[src/rtl/integ_scheduler_pkg.sv]
// Shared types and helpers for the time-shared cascaded-integrator scheduler.
package integ_pkg;

   typedef enum logic [1:0] {
      S_IDLE,
      S_LOAD,
      S_RUN,
      S_DONE
   } state_e;

   localparam logic CH_L = 1'b0;
   localparam logic CH_R = 1'b1;

   function automatic int idx_w(input int n);
      return (n > 1) ? $clog2(n) : 1;
   endfunction

endpackage

[src/rtl/integ_scheduler_if.sv]
// I2S-side sample, configuration and status bundle of the integrator scheduler.
interface integ_scheduler_if #(
   parameter int DATA_W = 16
);
   logic              LRCK;
   logic [DATA_W-1:0] AUD_L_IN;
   logic [DATA_W-1:0] AUD_R_IN;
   logic              CFG_EN;
   logic              CFG_BYPASS;
   logic              CFG_CLR;
   logic [DATA_W-1:0] AUD_L_OUT;
   logic [DATA_W-1:0] AUD_R_OUT;
   logic              OUT_VALID;
   logic              OUT_CH;
   logic              BUSY;
   logic              OVERRUN;

   modport slave (
      input  LRCK, AUD_L_IN, AUD_R_IN, CFG_EN, CFG_BYPASS, CFG_CLR,
      output AUD_L_OUT, AUD_R_OUT, OUT_VALID, OUT_CH, BUSY, OVERRUN
   );

   modport master (
      output LRCK, AUD_L_IN, AUD_R_IN, CFG_EN, CFG_BYPASS, CFG_CLR,
      input  AUD_L_OUT, AUD_R_OUT, OUT_VALID, OUT_CH, BUSY, OVERRUN
   );
endinterface

[src/rtl/integ_state_rf.sv]
// Per-channel integrator state: 2 x STAGES words, async read, one sync write, clear-all.
module integ_state_rf
   import integ_pkg::*;
#(
   parameter int DATA_W = 16,
   parameter int STAGES = 11
) (
   input  logic                       clk_i,
   input  logic                       rst_ni,
   input  logic                       clr_i,
   input  logic                       we_i,
   input  logic                       wch_i,
   input  logic [idx_w(STAGES)-1:0]   widx_i,
   input  logic [DATA_W-1:0]          wdata_i,
   input  logic                       rch_i,
   input  logic [idx_w(STAGES)-1:0]   ridx_i,
   output logic [DATA_W-1:0]          rdata_o
);
   logic [DATA_W-1:0] mem_q [2][STAGES];

   always_ff @(posedge clk_i or negedge rst_ni) begin
      if (!rst_ni) begin
         mem_q <= '{default: '0};
      end else if (clr_i) begin
         mem_q <= '{default: '0};
      end else if (we_i) begin
         mem_q[wch_i][widx_i] <= wdata_i;
      end
   end

   assign rdata_o = mem_q[rch_i][ridx_i];

endmodule

[src/rtl/integ_scheduler.sv]
// Time-shared cascaded integrator: LRCK edges post L/R jobs, one adder walks all stages per sample.
module integ_scheduler
   import integ_pkg::*;
#(
   parameter int DATA_W = 16,
   parameter int STAGES = 11
) (
   input logic             CLOCK_50,
   input logic             RST_N,
   integ_scheduler_if.slave aud
);
   localparam int KW = idx_w(STAGES);
   localparam logic [KW-1:0] LAST = KW'(STAGES - 1);

   state_e              state_q, state_d;
   logic                lrck_s1_q, lrck_s2_q, lrck_s3_q;
   logic [KW-1:0]       k_q, k_d;
   logic [DATA_W-1:0]   p_q, p_d, out_tmp_q, out_tmp_d;
   logic                job_ch_q, job_ch_d;
   logic [DATA_W-1:0]   job_smp_q, job_smp_d;
   logic                pend_full_q, pend_full_d, pend_ch_q, pend_ch_d;
   logic [DATA_W-1:0]   pend_smp_q, pend_smp_d;
   logic [DATA_W-1:0]   out_l_q, out_l_d, out_r_q, out_r_d;
   logic                out_valid_q, out_valid_d, out_ch_q, out_ch_d;
   logic                overrun_q, overrun_d;
   logic                rise, fall, edge_v, edge_ch;
   logic [DATA_W-1:0]   edge_smp, rf_rdata, sum;
   logic [KW-1:0]       rf_ridx;
   logic                rf_we;

   assign rise     = lrck_s2_q & ~lrck_s3_q;
   assign fall     = ~lrck_s2_q & lrck_s3_q;
   assign edge_v   = aud.CFG_EN & (rise | fall);
   assign edge_ch  = fall ? CH_R : CH_L;
   assign edge_smp = fall ? aud.AUD_R_IN : aud.AUD_L_IN;
   assign rf_ridx  = (state_q == S_LOAD) ? LAST : k_q;
   assign sum      = p_q + rf_rdata;

   integ_state_rf #(.DATA_W(DATA_W), .STAGES(STAGES)) u_rf (
      .clk_i  (CLOCK_50),
      .rst_ni (RST_N),
      .clr_i  (aud.CFG_CLR),
      .we_i   (rf_we),
      .wch_i  (job_ch_q),
      .widx_i (k_q),
      .wdata_i(sum),
      .rch_i  (job_ch_q),
      .ridx_i (rf_ridx),
      .rdata_o(rf_rdata)
   );

   always_comb begin
      state_d     = state_q;
      k_d         = k_q;
      p_d         = p_q;
      out_tmp_d   = out_tmp_q;
      job_ch_d    = job_ch_q;
      job_smp_d   = job_smp_q;
      pend_full_d = pend_full_q;
      pend_ch_d   = pend_ch_q;
      pend_smp_d  = pend_smp_q;
      out_l_d     = out_l_q;
      out_r_d     = out_r_q;
      out_ch_d    = out_ch_q;
      out_valid_d = 1'b0;
      overrun_d   = overrun_q;
      rf_we       = 1'b0;
      if (aud.CFG_CLR) begin
         state_d     = S_IDLE;
         pend_full_d = 1'b0;
         overrun_d   = 1'b0;
      end else begin
         // Pending job outranks a same-cycle edge, which then takes the slot.
         if (state_q == S_IDLE) begin
            if (pend_full_q) begin
               job_ch_d    = pend_ch_q;
               job_smp_d   = pend_smp_q;
               pend_full_d = edge_v;
               pend_ch_d   = edge_ch;
               pend_smp_d  = edge_smp;
               state_d     = S_LOAD;
            end else if (edge_v) begin
               job_ch_d  = edge_ch;
               job_smp_d = edge_smp;
               state_d   = S_LOAD;
            end
         end else if (edge_v) begin
            if (pend_full_q) begin
               overrun_d = 1'b1;
            end else begin
               pend_full_d = 1'b1;
               pend_ch_d   = edge_ch;
               pend_smp_d  = edge_smp;
            end
         end
         // Outputs are loaded on entry to DONE so data and OUT_VALID appear together.
         case (state_q)
            S_LOAD: begin
               if (aud.CFG_BYPASS) begin
                  if (job_ch_q == CH_L) out_l_d = job_smp_q;
                  else                  out_r_d = job_smp_q;
                  out_ch_d    = job_ch_q;
                  out_valid_d = 1'b1;
                  state_d     = S_DONE;
               end else begin
                  p_d       = job_smp_q;
                  out_tmp_d = rf_rdata;
                  k_d       = '0;
                  state_d   = S_RUN;
               end
            end
            S_RUN: begin
               rf_we = 1'b1;
               p_d   = sum;
               if (k_q == LAST) begin
                  if (job_ch_q == CH_L) out_l_d = out_tmp_q;
                  else                  out_r_d = out_tmp_q;
                  out_ch_d    = job_ch_q;
                  out_valid_d = 1'b1;
                  state_d     = S_DONE;
               end else begin
                  k_d = k_q + 1'b1;
               end
            end
            S_DONE:  state_d = S_IDLE;
            default: ;
         endcase
      end
   end

   always_ff @(posedge CLOCK_50 or negedge RST_N) begin
      if (!RST_N) begin
         state_q     <= S_IDLE;
         lrck_s1_q   <= 1'b0;
         lrck_s2_q   <= 1'b0;
         lrck_s3_q   <= 1'b0;
         k_q         <= '0;
         p_q         <= '0;
         out_tmp_q   <= '0;
         job_ch_q    <= CH_L;
         job_smp_q   <= '0;
         pend_full_q <= 1'b0;
         pend_ch_q   <= CH_L;
         pend_smp_q  <= '0;
         out_l_q     <= '0;
         out_r_q     <= '0;
         out_ch_q    <= CH_L;
         out_valid_q <= 1'b0;
         overrun_q   <= 1'b0;
      end else begin
         state_q     <= state_d;
         lrck_s1_q   <= aud.LRCK;
         lrck_s2_q   <= lrck_s1_q;
         lrck_s3_q   <= lrck_s2_q;
         k_q         <= k_d;
         p_q         <= p_d;
         out_tmp_q   <= out_tmp_d;
         job_ch_q    <= job_ch_d;
         job_smp_q   <= job_smp_d;
         pend_full_q <= pend_full_d;
         pend_ch_q   <= pend_ch_d;
         pend_smp_q  <= pend_smp_d;
         out_l_q     <= out_l_d;
         out_r_q     <= out_r_d;
         out_ch_q    <= out_ch_d;
         out_valid_q <= out_valid_d;
         overrun_q   <= overrun_d;
      end
   end

   assign aud.AUD_L_OUT = out_l_q;
   assign aud.AUD_R_OUT = out_r_q;
   assign aud.OUT_VALID = out_valid_q;
   assign aud.OUT_CH    = out_ch_q;
   assign aud.BUSY      = (state_q != S_IDLE);
   assign aud.OVERRUN   = overrun_q;

endmodule
[src/flat_wrapper.sv]
// flat-port wrapper written by rule: the top's interface ports become plain ports
module integ_scheduler_flat import integ_pkg::*;
#(
   parameter int DATA_W = 16,
   parameter int STAGES = 11
)
  (CLOCK_50, RST_N, aud_LRCK, aud_AUD_L_IN, aud_AUD_R_IN, aud_CFG_EN, aud_CFG_BYPASS, aud_CFG_CLR, aud_AUD_L_OUT, aud_AUD_R_OUT, aud_OUT_VALID, aud_OUT_CH, aud_BUSY, aud_OVERRUN);
  integ_scheduler_if #(.DATA_W(DATA_W)) aud_i ();
  input logic CLOCK_50;
  input logic RST_N;
  input wire logic [$bits(aud_i.LRCK)-1:0] aud_LRCK;
  input wire logic [$bits(aud_i.AUD_L_IN)-1:0] aud_AUD_L_IN;
  input wire logic [$bits(aud_i.AUD_R_IN)-1:0] aud_AUD_R_IN;
  input wire logic [$bits(aud_i.CFG_EN)-1:0] aud_CFG_EN;
  input wire logic [$bits(aud_i.CFG_BYPASS)-1:0] aud_CFG_BYPASS;
  input wire logic [$bits(aud_i.CFG_CLR)-1:0] aud_CFG_CLR;
  output wire logic [$bits(aud_i.AUD_L_OUT)-1:0] aud_AUD_L_OUT;
  output wire logic [$bits(aud_i.AUD_R_OUT)-1:0] aud_AUD_R_OUT;
  output wire logic [$bits(aud_i.OUT_VALID)-1:0] aud_OUT_VALID;
  output wire logic [$bits(aud_i.OUT_CH)-1:0] aud_OUT_CH;
  output wire logic [$bits(aud_i.BUSY)-1:0] aud_BUSY;
  output wire logic [$bits(aud_i.OVERRUN)-1:0] aud_OVERRUN;
  assign aud_i.LRCK = aud_LRCK;
  assign aud_i.AUD_L_IN = aud_AUD_L_IN;
  assign aud_i.AUD_R_IN = aud_AUD_R_IN;
  assign aud_i.CFG_EN = aud_CFG_EN;
  assign aud_i.CFG_BYPASS = aud_CFG_BYPASS;
  assign aud_i.CFG_CLR = aud_CFG_CLR;
  assign aud_AUD_L_OUT = aud_i.AUD_L_OUT;
  assign aud_AUD_R_OUT = aud_i.AUD_R_OUT;
  assign aud_OUT_VALID = aud_i.OUT_VALID;
  assign aud_OUT_CH = aud_i.OUT_CH;
  assign aud_BUSY = aud_i.BUSY;
  assign aud_OVERRUN = aud_i.OVERRUN;
  integ_scheduler #(.DATA_W(DATA_W), .STAGES(STAGES)) u_core (.CLOCK_50(CLOCK_50), .RST_N(RST_N), .aud(aud_i));
endmodule
[config.mk]
export PLATFORM = sky130hd
export DESIGN_NAME = integ_scheduler_flat
export DESIGN_NICKNAME = d
export VERILOG_FILES = /design/src/rtl/integ_scheduler_pkg.sv /design/src/rtl/integ_scheduler_if.sv /design/src/rtl/integ_state_rf.sv /design/src/rtl/integ_scheduler.sv /design/src/flat_wrapper.sv
export SDC_FILE = /design/constraint.sdc
export NUM_CORES = 1
export LEC_CHECK = 0
export CORE_UTILIZATION = 62
export CTS_CLUSTER_SIZE = 10
export DETAILED_ROUTE_END_ITERATION = 10
export PLACE_DENSITY = 0.84
export REMOVE_ABC_BUFFERS = 1
export SLEW_MARGIN = 20
export SYNTH_ARGS = -nofsm -noshare
export SYNTH_HDL_FRONTEND = slang
export SYNTH_HIERARCHICAL = 1
export SYNTH_SLANG_ARGS = --single-unit
[constraint.sdc]
create_clock -name CLOCK_50 -period 6.35 [get_ports CLOCK_50]
set_clock_uncertainty 0.05 [all_clocks]
set_input_delay 0.635 -clock CLOCK_50 [delete_from_list [all_inputs] [get_ports CLOCK_50]]
set_output_delay 0.635 -clock CLOCK_50 [all_outputs]
set_load 0.005 [all_outputs]
* Word level (Yosys, flattened, before mapping)
Cells that the tools add are included.
Widths: inputs -> output; s select.
** Operators by class
- Equality and inequality tests :: 15
- Add/sub/neg operators :: 2
- Bitwise operators :: 11
- Shift-type cells :: 0
- Muxes and demuxes :: 67
- Divide/modulo/power cells :: 0
- Reduce and logical (&&, ||, !) cells :: 20
- $mul :: 0
- Magnitude comparators :: 5
** Operators with widths (number)
- $mux 176 :: 4
- $mux 352 :: 2
- $bwmux 352 :: 1
- $mux 16 :: 19
- $demux 176 s1 :: 1
- $pmux 16 s2 :: 3
- $bmux 16 s4 :: 1
- $demux 16 s4 :: 1
- $mux 1 :: 23
- $add 16x16->16 :: 1
- $ne 2x2->1 const B :: 7
- $reduce_bool 2->1 :: 7
- $mux 4 :: 3
- $reduce_and 3->1 :: 4
- $reduce_and 4->1 :: 3
- $reduce_and 6->1 :: 2
- $ge 5x5->1 const B :: 2
- $mux 2 :: 5
- $not 4->5 :: 2
- $ne 2x1->1 const B :: 4
- $pmux 4 s2 :: 1
- $pmux 2 s3 :: 1
- $lt 5x1->1 const B :: 1
- $add 4x1->4 const B :: 1
- 13 further kinds :: 21
** Word-level totals
- Output and inout bits :: 36
- Bits in latches :: 0
- Bits in read-only memories :: 0
- Memory bits (writable) :: 0
- Logic and storage cells :: 159
- Memories :: 0
- Register bits after elaboration :: 463

* Logic depth before layout (Yosys ltp)
- Depth after elaboration :: 11
- Gate-level depth with buffers :: 24

* Modules after synthesis
Netlist, hierarchy kept.
** By module, submodules not included
- integ_state_rf :: cells each 1887, area an instance 17058.9 um2, instances 1
- integ_scheduler :: cells each 610, area an instance 5740.5 um2, instances 1

* Worst setup path after synthesis
No wires, ideal clock.
- Kind :: reg2reg
- Start :: register u_core.state_q[1]
- End :: register u_core/u_rf/mem_q[108] in the netlist's numbering
- Stages on the path, launching flop included :: 24
- Clock period less this slack :: 5.209 ns
- Slack :: 1.141 ns
- Library setup time :: 0.078 ns
- Arrival :: 5.081 ns
- Cells stage by stage :: dfrtp_1 inv_1 ha_1 clkbuf_1 clkbuf_1 clkbuf_1 or2_2 buf_2 clkbuf_1 mux4_2 nor2b_1 o32ai_1 o22ai_1 ha_1 fa_1 a21oi_1 o211ai_1 a31o_2 o221a_2 nor2_1 xnor2_1 clkbuf_1 nand2_1 a21oi_1
** Between the ends
- Cells in the longest elaborated chain, start to end :: 10
** RTL lines
- start, declared :: line integ_scheduler.sv:15 : state_e state_q, state_d;
- start signal, assigned :: line integ_scheduler.sv:151 : state_q <= state_d;
- $eq 2x1->1 :: line integ_scheduler.sv:36 : assign rf_ridx = (state_q == S_LOAD) ? LAST : k_q;
- $mux 4 :: line integ_scheduler.sv:36
- named net u_core.rf_ridx[1] :: line integ_scheduler.sv:28 : logic [KW-1:0] rf_ridx;
- $not 4->5 (implied by the code) :: line integ_state_rf.sv:31 : assign rdata_o = mem_q[rch_i][ridx_i];
- $bmux 16 s4 :: line integ_state_rf.sv:31
- $mux 16 (implied by the code) (2 in series) :: line integ_state_rf.sv:31
- named net u_core.rf_rdata[0] :: line integ_scheduler.sv:27 : logic [DATA_W-1:0] edge_smp, rf_rdata, sum;
- $add 16x16->16 :: line integ_scheduler.sv:37 : assign sum = p_q + rf_rdata;
- named net u_core.sum[12] :: line integ_scheduler.sv:27
- $bwmux 352 :: line integ_state_rf.sv:27 : mem_q[wch_i][widx_i] <= wdata_i;
- $mux 352 :: line integ_state_rf.sv:26 : end else if (we_i) begin
- $mux 352 :: line integ_state_rf.sv:24 : end else if (clr_i) begin
- end signal, assigned by index :: line integ_state_rf.sv:27
- end, declared :: line integ_state_rf.sv:19 : logic [DATA_W-1:0] mem_q [2][STAGES];
The timed path passes the listed nets, and every way through them passes these cells. The select of a mux whose other input is x is not followed.
A chain may end at the register's enable or synchronous reset.

* Worst setup path after layout
- Start :: register u_core.state_q[1]
- End :: register u_core/u_rf/mem_q[142] in the netlist's numbering
Same word-level chain as after synthesis.

==> impl_metrics.csv <==
group,metric,value,unit
outcome,status,"finished clean",
run,maxCapViolCount,0,
logic_synthesis,synth_cells,2497,
clocking,clock_path_buffers,3,
logic_synthesis,ys_ff_latch,463,
timing,setup_violations,0,
worst_setup_path,critPathBufInv,3,
routing,detail-route-antenna-nets,0,
global_routing,grt.overflow.total,0,
worst_setup_path,rr_worst_depth,18,
floorplanning,rows,69,
pwr,power_density,368.5,nW/um2
finish,layout-drive-gt1-share,0.09117,
routing,dr.pass1.iters,6,
place,io_buffers,73,
clocking,clk_latency,610,ps
timing,worst_pin_slew,1192,ps
routing,vias,19600,
min_path,hold_class,"in2async",
global_routing,grt_pass1_vias,19710,
logic_synthesis,synth_top_area_frac,0.5082,
finish,antenna-diode-count,0,
clocking,cts_setup_buffers,0,
routing,drt-total-wl,68810,um
logic_synthesis,synthFlopType,"dfrtp_1",
routing,drcViolationCount,0,
global_routing,grt_pass1_wl,108600,um
floorplanning,ios,74,
logic_synthesis,synth_top_area_cell,"dfrtp_1",
worst_setup_path,critical_path.endpoint,"u_core/u_rf/mem_q[142]",
routing,avgRoutedWirePerCell,23.41,um
worst_setup_path,setup.worst_path.start_class,"flop",
logic_synthesis,synth_edf_count,0,
timing,relSlewSlack,0.2028,
clocking,cts_tree,"yes",
logic_synthesis,syn_area_per_cell,9.131,um2
routing,drt_iter0_drc,2477,
worst_setup_path,critPathLaunch,"u_core/state_q[1]",
worst_setup_path,crit_required,6790,ps
timing,fin_crit,5847,ps
routing,via_per_inst,6.666,
clocking,cts_root_buf,"clkbuf_16",
worst_setup_path,crit_fanout,25,
global_routing,track_usage,0.3725,
worst_setup_path,r2r_slack,500,ps
worst_setup_path,reg2reg_to,"u_core/u_rf/mem_q[142]",
finish,final_nets,2531,
clocking,cts_max_level,2,
worst_setup_path,cp-end-kind,"flop",
timing,grt_setup_unrepaired,"no",
clocking,holdBufCountCts,0,
timing,drv_slew,0,
worst_setup_path,crit_family,"compound AO/OA/AOI/OAI gates",
timing,setup_tns,0,ps
timing,period_share,0.9209,
clocking,cts-buffers-inserted,53,
worst_setup_path,crit_type,"reg2reg",
logic_synthesis,seq_area_frac_synth,0.5082,
place,postPlaceCellArea,23850,um2
logic_synthesis,synthArstFlopShare,1.000,
logic_synthesis,synth_warnings,6,
place,dp_hpwl,41640,um
timing,fmax,0.1710,GHz
floorplanning,die_x,193.8,um
worst_setup_path,crit_arrival,6290,ps
global_routing,antenna_found_initial,1,
timing,holdWs,44.14,ps
finish,utilization,0.7042,
pwr,vdd_drop_max,0.2227,mV
logic_synthesis,syn_area,22800,um2
logic_synthesis,synthTopCellsByArea,"dfrtp_1 51%, nand2_1 12%, a21oi_1 10%",
timing,hold_viol,0,
clocking,clock_sinks,463,
worst_setup_path,cpPeakStageDelay,720,ps
clocking,clk_pin_slew,50,ps
pwr,p_leak,10.26,nW
worst_setup_path,path_depth,18,
finish,fin_area,25290,um2
finish,area_delta_synth_final,10.92,%
global_routing,grt_max_degree,204,
clocking,cts-resized-gates,0,
floorplanning,die-area,37540,um2
worst_setup_path,r2r_start,"u_core/state_q[1]",
place,place_congestion,0.9480,
worst_setup_path,crit_chain,"inv_1, ha_1, nor2_4, buf_4, mux2i_1, o22ai_1, o32ai_1, o22ai_1, ha_1, a21o_1, o21bai_1, a211oi_2, nand2_1, a21oi_1, xnor2_2, buf_4, nand2_1, a21oi_1",
logic_synthesis,synthTopCellsByCount,"739 x nand2_1, 463 x dfrtp_1, 462 x a21oi_1",
floorplanning,die_h,193.8,um
logic_synthesis,synthDistinctLibCells,71,
floorplanning,coreArea,35910,um2
worst_setup_path,critical-path-slowest-cell,"nor2_4",
logic_synthesis,yosysMostFrequentCell,"nand2_1",
floorplanning,initial_core_util,0.6348,
-- area by class of cell --
| type | instances | area [um2] |
|---|---|---|
| repair buffers | 122 | 1171 |
| clock inverters | 3 | 28.78 |
| inverters | 11 | 41.29 |
| well taps | 461 | 576.8 |
| clock buffers | 61 | 1408 |
| fillers | 2580 | 10630 |
| multi-input cells | 1819 | 10470 |
| flip-flops and latches | 463 | 11590 |
-- layout by cell type, fill, tap and decap left out, drive strengths merged, types with 8 or more instances in the layout --
cell type and n:
and2 15, mux2i 99, nor2 108, nand2 739, clkbuf 61, dfrtp 463
or2 10, ha 22, nand3 43, a21oi 464, nand2b 8, o211ai 8
clkdlybuf4s50 71, buf 51, nor3 11, xnor2 9, mux2 25, mux4 54
inv 11, nor2b 30, o21ai 55, o22ai 31
-- power by group --
group,internal [mW],switching (mW),total [mW]
logic,1.04,2.14,3.18
clock network,1.53,1.15,2.69
registers,3.24,0.214,3.45
total,5.81,3.51,9.32
-- sequential cells by signal (all words and copies together), names as in the netlist, 2 cells and up --
signal,count
u_core/aud.AUD_R_OUT,16
u_core/p_q,16
u_core/aud.AUD_L_OUT,16
u_core/pend_smp_q,16
u_core/job_smp_q,16
u_core/k_q,4
u_core/state_q,2
u_core/u_rf/mem_q,352
u_core/out_tmp_q,16
-- worst min-delay path by stage --
stage | from | to | slack [ps] | cells after the start
final | RST_N | u_core/u_rf/mem_q[41] | 40 | 1
after global routing | RST_N | u_core/u_rf/mem_q[41] | 160 | 1
after CTS | RST_N | u_core/u_rf/mem_q[41] | 120 | 1
after detailed placement | u_core/lrck_s1_q | u_core/lrck_s2_q | 290 | 0
after global placement | u_core/lrck_s1_q | u_core/lrck_s2_q | 280 | 0
after floorplan | u_core/lrck_s1_q | u_core/lrck_s2_q | 280 | 0
-- per-stage QoR --
stage          power, mW  setup WS (ps)  std cells
5_1_grt            9.635          328.3       2940
6_report           9.319          502.5       2940
3_3_place_gp       6.477          979.3       2876
4_1_cts            9.229          738.4       2940
3_5_place_dp       6.547          896.9       2876
2_1_floorplan      5.116          -3108       2293
-- metal layers --
metal	track usage	up-vias	routed length, um
met5	0	-	0
met4	0.1890	0	3338
met3	0.1096	272	8136
met2	0.5756	1242	31920
met1	0.4811	9680	25420
li1	-	8404	-
-- cell families (layout without fill, tap and decap cells) --
logic type | Yosys count | in the layout | share of synthesized area
AO/OA/AOI/OAI | 614 | 614 | 0.1460
XOR/XNOR | 14 | 14 | 0.005378
adder cells (fa/ha/maj) | 23 | 23 | 0.01295
buffers and inverters | 215 | 197 | 0.03913
flip-flops | 463 | 463 | 0.5082
multiplexers | 178 | 178 | 0.1092
AND/OR/NAND/NOR | 990 | 990 | 0.1792
No activity file was read; power rests on OpenSTA's default activity.
